===== config.mk =====
export PLATFORM = sky130hd
export DESIGN_NAME = quad_step_decoder
export DESIGN_NICKNAME = d
export VERILOG_FILES = /design/src/rtl/quad_step_decoder_pkg.sv /design/src/rtl/quad_step_decoder_sync_filter.sv /design/src/rtl/quad_step_decoder.sv
export SDC_FILE = /design/constraint.sdc
export NUM_CORES = 1
export LEC_CHECK = 0
export BUFFER_PORTS_ARGS = -buffer_cell sky130_fd_sc_hd__buf_2
export CAP_MARGIN = 30
export CORE_ASPECT_RATIO = 0.9
export CORE_UTILIZATION = 56
export DETAILED_ROUTE_END_ITERATION = 10
export GPL_ROUTABILITY_DRIVEN = 1
export PLACE_DENSITY = 0.91
export SYNTH_ARGS = -nofsm -noshare
export SYNTH_HDL_FRONTEND = slang
export SYNTH_SLANG_ARGS = --single-unit

===== constraint.sdc =====
create_clock -name clk -period 6.1 [get_ports clk]
set_input_delay 0.915 -clock clk [delete_from_list [all_inputs] [get_ports clk]]
set_output_delay 0.915 -clock clk [all_outputs]
set_load 0.1 [all_outputs]

===== src/rtl/quad_step_decoder_pkg.sv =====
// Shared constants and decode helper for the quadrature step decoder.
package quad_step_decoder_pkg;

  // A/B pair values in forward Gray order: 00 -> 01 -> 11 -> 10 -> 00.
  typedef enum logic [1:0] {
    AB_00 = 2'b00,
    AB_01 = 2'b01,
    AB_11 = 2'b11,
    AB_10 = 2'b10
  } ab_e;

  // Result of comparing the previous and newly accepted A/B pair.
  typedef enum logic [1:0] {
    STEP_NONE = 2'd0,
    STEP_UP   = 2'd1,
    STEP_DN   = 2'd2,
    STEP_ERR  = 2'd3
  } step_e;

  localparam int unsigned DEFAULT_WIDTH       = 8;
  localparam int unsigned DEFAULT_SYNC_STAGES = 2;
  localparam int unsigned DEFAULT_FILTER      = 3;

  // Classify a prev -> next transition; a two-bit change is illegal.
  function automatic step_e decode_step(input logic [1:0] prev, input logic [1:0] nxt);
    step_e res;
    res = STEP_NONE;
    case ({prev, nxt})
      {AB_00, AB_01}, {AB_01, AB_11}, {AB_11, AB_10}, {AB_10, AB_00}: res = STEP_UP;
      {AB_00, AB_10}, {AB_10, AB_11}, {AB_11, AB_01}, {AB_01, AB_00}: res = STEP_DN;
      default: res = (prev == nxt) ? STEP_NONE : STEP_ERR;
    endcase
    return res;
  endfunction

endpackage


===== src/rtl/quad_step_decoder_sync_filter.sv =====
// Synchroniser plus stability filter for the A/B pair. Emits the currently
// filtered pair, the candidate about to replace it, and an accept strobe.
module quad_sync_filter
  import quad_step_decoder_pkg::*;
#(
  parameter int unsigned SYNC_STAGES = DEFAULT_SYNC_STAGES,
  parameter int unsigned FILTER      = DEFAULT_FILTER
) (
  input  logic       clk,
  input  logic       rst,
  input  logic       a_in,
  input  logic       b_in,
  output logic [1:0] ab_filt,
  output logic [1:0] ab_new,
  output logic       accept
);

  localparam int unsigned STAB_W = $clog2(FILTER + 1);
  localparam logic [STAB_W-1:0] STAB_MAX = STAB_W'(FILTER);

  logic [SYNC_STAGES-1:0] a_sync_q, a_sync_d;
  logic [SYNC_STAGES-1:0] b_sync_q, b_sync_d;
  logic [1:0]             s_ab;
  logic [1:0]             cand_q, cand_d;
  logic [1:0]             filt_q, filt_d;
  logic [STAB_W-1:0]      stab_q, stab_d;
  logic                   init_q, init_d;
  logic                   stable;

  assign s_ab    = {a_sync_q[SYNC_STAGES-1], b_sync_q[SYNC_STAGES-1]};
  assign ab_filt = filt_q;
  assign ab_new  = cand_q;

  // Shift both channels through the synchroniser chain.
  always_comb begin
    a_sync_d = {a_sync_q[SYNC_STAGES-2:0], a_in};
    b_sync_d = {b_sync_q[SYNC_STAGES-2:0], b_in};
  end

  // Stability count, acceptance and first-value initialisation.
  // Acceptance uses the next stab value so the accept lands on the same edge
  // the count reaches FILTER, giving SYNC_STAGES + FILTER + 1 edge-to-pulse.
  always_comb begin
    cand_d = s_ab;
    stab_d = '0;
    filt_d = filt_q;
    init_d = init_q;
    accept = 1'b0;
    if (s_ab == cand_q) begin
      stab_d = (stab_q == STAB_MAX) ? STAB_MAX : stab_q + 1'b1;
    end
    stable = (s_ab == cand_q) && (stab_d == STAB_MAX);
    if (stable) begin
      if (!init_q) begin
        filt_d = cand_q;
        init_d = 1'b1;
      end else if (cand_q != filt_q) begin
        filt_d = cand_q;
        accept = 1'b1;
      end
    end
  end

  // State registers with synchronous reset.
  always_ff @(posedge clk) begin
    if (rst) begin
      a_sync_q <= '0;
      b_sync_q <= '0;
      cand_q   <= '0;
      stab_q   <= '0;
      filt_q   <= '0;
      init_q   <= 1'b0;
    end else begin
      a_sync_q <= a_sync_d;
      b_sync_q <= b_sync_d;
      cand_q   <= cand_d;
      stab_q   <= stab_d;
      filt_q   <= filt_d;
      init_q   <= init_d;
    end
  end

endmodule


===== src/rtl/quad_step_decoder.sv =====
// Quadrature decoder top: step pulses, direction, wrapping position count
// and sticky illegal-transition flag.
module quad_step_decoder
  import quad_step_decoder_pkg::*;
#(
  parameter int unsigned WIDTH       = DEFAULT_WIDTH,
  parameter int unsigned SYNC_STAGES = DEFAULT_SYNC_STAGES,
  parameter int unsigned FILTER      = DEFAULT_FILTER
) (
  input  logic             clk,
  input  logic             rst,
  input  logic             a_in,
  input  logic             b_in,
  input  logic             load,
  input  logic [WIDTH-1:0] data,
  input  logic             err_clr,
  output logic             step_up,
  output logic             step_dn,
  output logic             dir,
  output logic [WIDTH-1:0] count,
  output logic             err
);

  logic [1:0]       ab_filt, ab_new;
  logic             accept;
  step_e            step;
  logic             step_up_q, step_up_d;
  logic             step_dn_q, step_dn_d;
  logic             dir_q, dir_d;
  logic [WIDTH-1:0] count_q, count_d;
  logic             err_q, err_d;

  quad_sync_filter #(
    .SYNC_STAGES (SYNC_STAGES),
    .FILTER      (FILTER)
  ) u_sync_filter (
    .clk     (clk),
    .rst     (rst),
    .a_in    (a_in),
    .b_in    (b_in),
    .ab_filt (ab_filt),
    .ab_new  (ab_new),
    .accept  (accept)
  );

  assign step_up = step_up_q;
  assign step_dn = step_dn_q;
  assign dir     = dir_q;
  assign count   = count_q;
  assign err     = err_q;

  // Decode accepted transitions into pulses, count and error updates.
  always_comb begin
    step      = accept ? decode_step(ab_filt, ab_new) : STEP_NONE;
    step_up_d = 1'b0;
    step_dn_d = 1'b0;
    dir_d     = dir_q;
    count_d   = count_q;
    err_d     = err_clr ? 1'b0 : err_q;
    case (step)
      STEP_UP: begin
        step_up_d = 1'b1;
        dir_d     = 1'b1;
        count_d   = count_q + 1'b1;
      end
      STEP_DN: begin
        step_dn_d = 1'b1;
        dir_d     = 1'b0;
        count_d   = count_q - 1'b1;
      end
      STEP_ERR: err_d = 1'b1;
      default: ;
    endcase
    if (load) begin
      count_d = data;
    end
  end

  // Output registers with synchronous reset.
  always_ff @(posedge clk) begin
    if (rst) begin
      step_up_q <= 1'b0;
      step_dn_q <= 1'b0;
      dir_q     <= 1'b0;
      count_q   <= '0;
      err_q     <= 1'b0;
    end else begin
      step_up_q <= step_up_d;
      step_dn_q <= step_dn_d;
      dir_q     <= dir_d;
      count_q   <= count_d;
      err_q     <= err_d;
    end
  end

endmodule

==> results of run 1 <==
## cell type report
cell class	instances	share of cell area (%)
multi-input combinational	112	52.6
sequential	23	32.1
timing repair buffer	25	8.71
inverter	9	2.35
tap	25	2.18
clock buffer	3	1.57
clock inverter	1	0.523
## cell families (layout without fill, tap and decap cells)
kind of cell	after synthesis	count (layout)	synth area share, %
AO/OA/AOI/OAI	34	34	18.2
XOR/XNOR	5	5	3.46
adder cells (fa/ha/maj)	10	10	10.5
buffers and inverters	13	38	3.95
flip-flops	23	23	36.4
multiplexers	5	5	4.05
AND/OR/NAND/NOR	58	58	23.5
## registers in the layout, summed over array words and instances, names as in the netlist
register,flops
err,1
u_sync_filter.ab_filt,2
u_sync_filter.b_sync_q,2
step_up,1
u_sync_filter.stab_q,2
u_sync_filter.a_sync_q,2
u_sync_filter.ab_new,2
u_sync_filter.init_q,1
count,8
step_dn,1
dir,1
## synth_stat cells (4+ instances only)
master	count	area, sq um
dfxtp_1	23	460
nor2_1	21	78.8
nor2b_1	12	75.1
a21oi_1	11	55.1
ha_1	9	113
inv_1	9	33.8
nand2_1	7	26.3
o21ai_0	7	35.0
mux2i_1	4	40.0
nor3_1	4	20.0
or3_1	4	25.0
xor2_1	4	35.0
## where the power goes
group          internal, mW  switching, mW  total (mW)  leakage [nW]
clock network        0.0251         0.0502      0.0753        0.0139
registers             0.157        0.00560       0.163         0.189
logic                0.0169         0.0426      0.0596         0.437
total                 0.199         0.0984       0.298         0.639
## final timing paths
path / from / to / slack [ns] / cells past startpoint
setup reg to reg: u_sync_filter.ab_new[0] / count[5] / 2.96 / 10
setup / recovery: u_sync_filter.ab_new[0] / count[5] / 2.96 / 10
hold reg to reg: u_sync_filter.stab_q[0] / u_sync_filter.stab_q[0] / 0.45 / 1
hold / removal: u_sync_filter.stab_q[0] / u_sync_filter.stab_q[0] / 0.45 / 1
## stage by stage
stage / instance area, sq um / instances / hold slack [ns] / power [mW] / utilization (%)
6_report: 1440 / 198 / 0.445 / 0.298 / 70.9
3_3_place_gp: 1410 / 194 / 0.417 / 0.223 / 69.4
4_1_cts: 1440 / 198 / 0.445 / 0.300 / 70.9
5_1_grt: 1440 / 198 / 0.462 / 0.313 / 70.9
3_5_place_dp: 1410 / 194 / 0.426 / 0.226 / 69.4
2_1_floorplan: 1270 / 148 / 0.410 / 0.213 / -
## per-layer routing
metal | part of all wire, % | routed length, microns | global-route usage, % | vias to the layer above
met4 | 1.7 | 44 | 9.19 | 0
met5 | 0 | 0 | 0 | -
met1 | 44 | 1150 | 30.7 | 521
li1 | - | - | - | 571
met2 | 48 | 1260 | 45.4 | 37
met3 | 5.4 | 140 | 7.12 | 6
==> key figures, run 1 <==
Clock network
  • Bufs on Longest Clock Path: 2
  • Max H-tree Level: 1
  • Post-CTS Resized: 0
  • Root Driver: clkbuf_4
  • Clock slew at reported path FFs: 0.14 ns
  • Hold_buf cts: 0
  • # clock sinks: 23
  • CTS tree: done
  • Post-CTS Setup Inserts: 0
  • CTS Buf Count: 3
  • Worst-skew pair later-pin latency: 0.32 ns

Yosys
  • Syn nets: 172
  • Mapped Cells: 148
  • Post-synthesis instance area: 1270 sq um
  • Unique masters post-synth: 39
  • Avg Inst Size Synth: 8.56 sq um
  • Asr flop ratio synth: 0%
  • Synth Register Bits: 23
  • EDFF count, synth: 0
  • Ys flop type: dfxtp_1
  • Seq/Total Area, Yosys: 36.4%
  • Yosys warns: 0

Global routing
  • Number of global-route vias before repair: 1041
  • Global-route wire length before repair: 4.51 mm
  • Largest net degree at the start of global routing: 23
  • Total global-route track usage: 25.8%
  • Initial antenna violation count: 0
  • Grt ovf: 0

Worst setup path
  • CP Class: reg2reg
  • Critical Path, Cell by Cell: xor2_1, nor3_2, o2111a_1, ha_1, ha_1, a211oi_2, o21bai_1, a21oi_1, xor2_1, a2111oi_2
  • CP Launch Type: flip-flop
  • Critical Path AT: 3.37 ns
  • Slowest stage cell, crit path: ha_1
  • Family with the most delay on the worst path: compound AO/OA/AOI/OAI gates
  • Worst setup EP type: flip-flop
  • Critical path buffers and inverters: 0
  • Slowest Stage Delay on Critical Path: 0.47 ns
  • Critical path peak fanout: 13
  • Critical path required time: 6.33 ns

Die
  • CORE AREA: 2030 sq um
  • Chip width: 52.1 microns
  • Row count: 15
  • Die footprint: 2460 sq um
  • Starting Density: 62.5%
  • I/O pin count: 26
  • Die height: 47.1 microns

Place
  • Port-buffer cells: 25
  • Post-placement worst setup slack: 3.00 ns
  • Placer congestion estimate: 0.922
  • Final HPWL DP: 1.96 mm

Timing
  • Max Fclk: 318 MHz
  • Fin crit period: 3.14 ns
  • Final setup TNS: 0 ns
  • Final setup fails: 0
  • Final hold violation count: 0
  • Final setup margin: 2.96 ns
  • Slew Viols, Final: 0
  • Period utilization: 51.5%
  • Worst slew margin: 67.4%
  • RSZ-0062 raised after global routing: false
  • Worst-Margin Slew: 0.493 ns
  • Worst Skew: 0.00712 ns

Layout
  • Ratio of cells with drive above 1 in the final layout: 20.8%
  • Commonest non-fill, non-tap cell in the layout: buf_2
  • Nets@finish: 198
  • # fillers: 167
  • P&R area growth vs syn: 13.4%
  • Most frequent cells in the layout: buf_2, dfxtp_1, nor2_1
  • Register area: 460 sq um
  • Area taken by multi-input logic gates: 756 sq um
  • # diodes: 0

Drt
  • Vias per cell: 5.73
  • Vias: 1135
  • Routed Antenna Nets: 0
  • Wirelength, routed: 2.60 mm
  • Total iterations of the first detailed-routing run: 4
  • DR DRC count: 0
  • Wire per inst: 13.1 microns
  • Initial DRC Count: 29

Pwr
  • Power per cell area: 207 nW/um^2
  • Static leakage: 0.639 nW
  • Maximum VDD drop: 0.000191 V

Worst hold path
  • Hold/Removal Path Class: reg2reg

Outcome
  • Outcome: finished clean

Job
  • Max Cap Viol: 0
Power figures use the tool's default switching activity.
==> run 2, diff against run 1 <==
CORE_UTILIZATION = 53   (was 56)
PLACE_DENSITY = 0.88   (was 0.91)
clock period = 3.29 ns   (was 6.1 ns; I/O delays follow)
==> key figures, run 2 (synthesis gave the netlist of run 1 again) <==
Outcome
  • Outcome: finished clean

Layout
  • # diodes: 0
  • Commonest non-fill, non-tap cell in the layout: buf_2
  • # fillers: 184
  • Ratio of cells with drive above 1 in the final layout: 21.4%
  • Most frequent cells in the layout: buf_2, dfxtp_1, nor2_1
  • P&R area growth vs syn: 13.6%
  • Register area: 460 sq um
  • Nets@finish: 198
  • Final Non-Filler Cells: 200
  • Max FFs per register: 8
  • Area taken by multi-input logic gates: 758 sq um

Worst setup path
  • CP Launch Type: flip-flop
  • Critical path required time: 3.49 ns
  • Worst setup EP type: flip-flop
  • CP Class: reg2reg
  • Slowest stage cell, crit path: fa_1
  • Critical Path, Cell by Cell: xor2_1, nor3_2, o2111a_1, ha_2, inv_1, fa_1, nor2b_1, o21ai_0, a211o_1, o211ai_1, nor3_1
  • Critical path peak fanout: 13
  • Critical Path AT: 3.15 ns
  • Slowest Stage Delay on Critical Path: 0.41 ns

Clock network
  • Max H-tree Level: 1
  • Clock slew at reported path FFs: 0.13 ns
  • CTS Buf Count: 3
  • # clock sinks: 23
  • Hold_buf cts: 0
  • Bufs on Longest Clock Path: 2
  • CTS tree: done
  • Root Driver: clkbuf_4
  • Worst-skew pair later-pin latency: 0.31 ns

Worst hold path
  • Hold/Removal Path Class: in2reg

Die
  • Chip width: 53.5 microns
  • Die footprint: 2590 sq um
  • CORE AREA: 2220 sq um
  • Die height: 48.4 microns
  • Row count: 16
  • Starting Density: 57.0%
  • I/O pin count: 26

Drt
  • Wire per inst: 12.9 microns
  • Total iterations of the first detailed-routing run: 4
  • Routed Antenna Nets: 0
  • Initial DRC Count: 18
  • Vias per cell: 5.55
  • Wirelength, routed: 2.57 mm
  • DR DRC count: 0
  • Vias: 1110

Timing
  • Period utilization: 89.7%
  • Slew Viols, Final: 0
  • Worst Skew: 0.0105 ns
  • Worst slew margin: 67.5%
  • Worst-Margin Slew: 0.491 ns
  • Final setup TNS: 0 ns
  • Fin crit period: 2.95 ns
  • RSZ-0062 raised after global routing: false
  • Final setup fails: 0
  • Max Fclk: 339 MHz
  • Final hold violation count: 0

Global routing
  • Initial antenna violation count: 0
  • Global-route wire length before repair: 4.35 mm
  • Total global-route track usage: 22.3%
  • Largest net degree at the start of global routing: 23
  • Number of global-route vias before repair: 1035
  • Grt ovf: 0

Job
  • Max Cap Viol: 0

Place
  • Final HPWL DP: 1.89 mm
  • Placed instance count: 196
  • Placer congestion estimate: 0.926
  • Port-buffer cells: 25

Pwr
  • Power per cell area: 375 nW/um^2
  • Maximum VDD drop: 0.000248 V
  • Static leakage: 0.642 nW
[run 2: cell types whose count changed in the layout (fill, tap and decap cells not counted), sizes merged]
| cell | before | now |
|---|---|---|
| clkinvlp | 1 | 0 |
| clkinv | 0 | 1 |
[run 2: cell type report]
cell class | instances | area share [%]
repair buffers | 25 | 8.70
inverters | 9 | 2.35
clock buffers | 3 | 1.57
flip-flops and latches | 23 | 32.0
well taps | 27 | 2.35
multi-input cells | 112 | 52.7
clock inverters | 1 | 0.348
[run 2: critical path: cells and delay by family, from the launching register on]
family	cells	cell delay, ns
adders and majority gates	2	0.76
AOI/OAI and AO/OA	4	0.80
and+or+nand+nor	3	0.61
DFF	1	0.38
xor gates and xnor gates	1	0.19
buffers and inverters	1	0.11
[run 2: routing by layer]
metal / track usage, % / part of all wire [%] / wire length, microns / vias to the layer above
met2: 36.7 / 50 / 1290 / 37
met3: 3.77 / 4.5 / 115 / 4
li1: - / - / - / 566
met4: 7.89 / 0.97 / 25 / 0
met5: 0 / 0 / 0 / -
met1: 28.6 / 44 / 1140 / 503
[run 2: what timing repair did]
item | 4_1_cts | 5_1_grt
resized for setup | 0 | 1
buffers inserted | 0 | 0
setup endpoints to repair | 0 | 3
[run 2: worst paths after layout]
| path | start | end | slack [ns] | cells past startpoint |
|---|---|---|---|---|
| min | b_in | u_sync_filter.b_sync_q[0] | 0.39 | 2 |
| max reg2reg | u_sync_filter.ab_new[0] | count[6] | 0.34 | 11 |
| max | u_sync_filter.ab_new[0] | count[6] | 0.34 | 11 |
| min reg2reg | u_sync_filter.stab_q[0] | u_sync_filter.stab_q[0] | 0.45 | 1 |
[run 2: metrics by stage]
| stage | hold slack, ns | power (mW) | setup WS [ns] | area, sq um | util, % |
|---|---|---|---|---|---|
| floorplan | 0.410 | 0.394 | 0.525 | 1270 | - |
| global placement | 0.416 | 0.414 | 0.366 | 1410 | 63.4 |
| detailed placement | 0.425 | 0.417 | 0.249 | 1410 | 63.4 |
| CTS | 0.388 | 0.547 | 0.199 | 1440 | 64.6 |
| global route | 0.410 | 0.566 | 0.0998 | 1440 | 64.8 |
| finish | 0.393 | 0.540 | 0.338 | 1440 | 64.8 |
[run 2: power by group]
| group | internal, mW | leakage [nW] | switching [mW] |
|---|---|---|---|
| clock network | 0.0453 | 0.0177 | 0.0834 |
| logic | 0.0312 | 0.436 | 0.0780 |
| registers | 0.291 | 0.189 | 0.0106 |
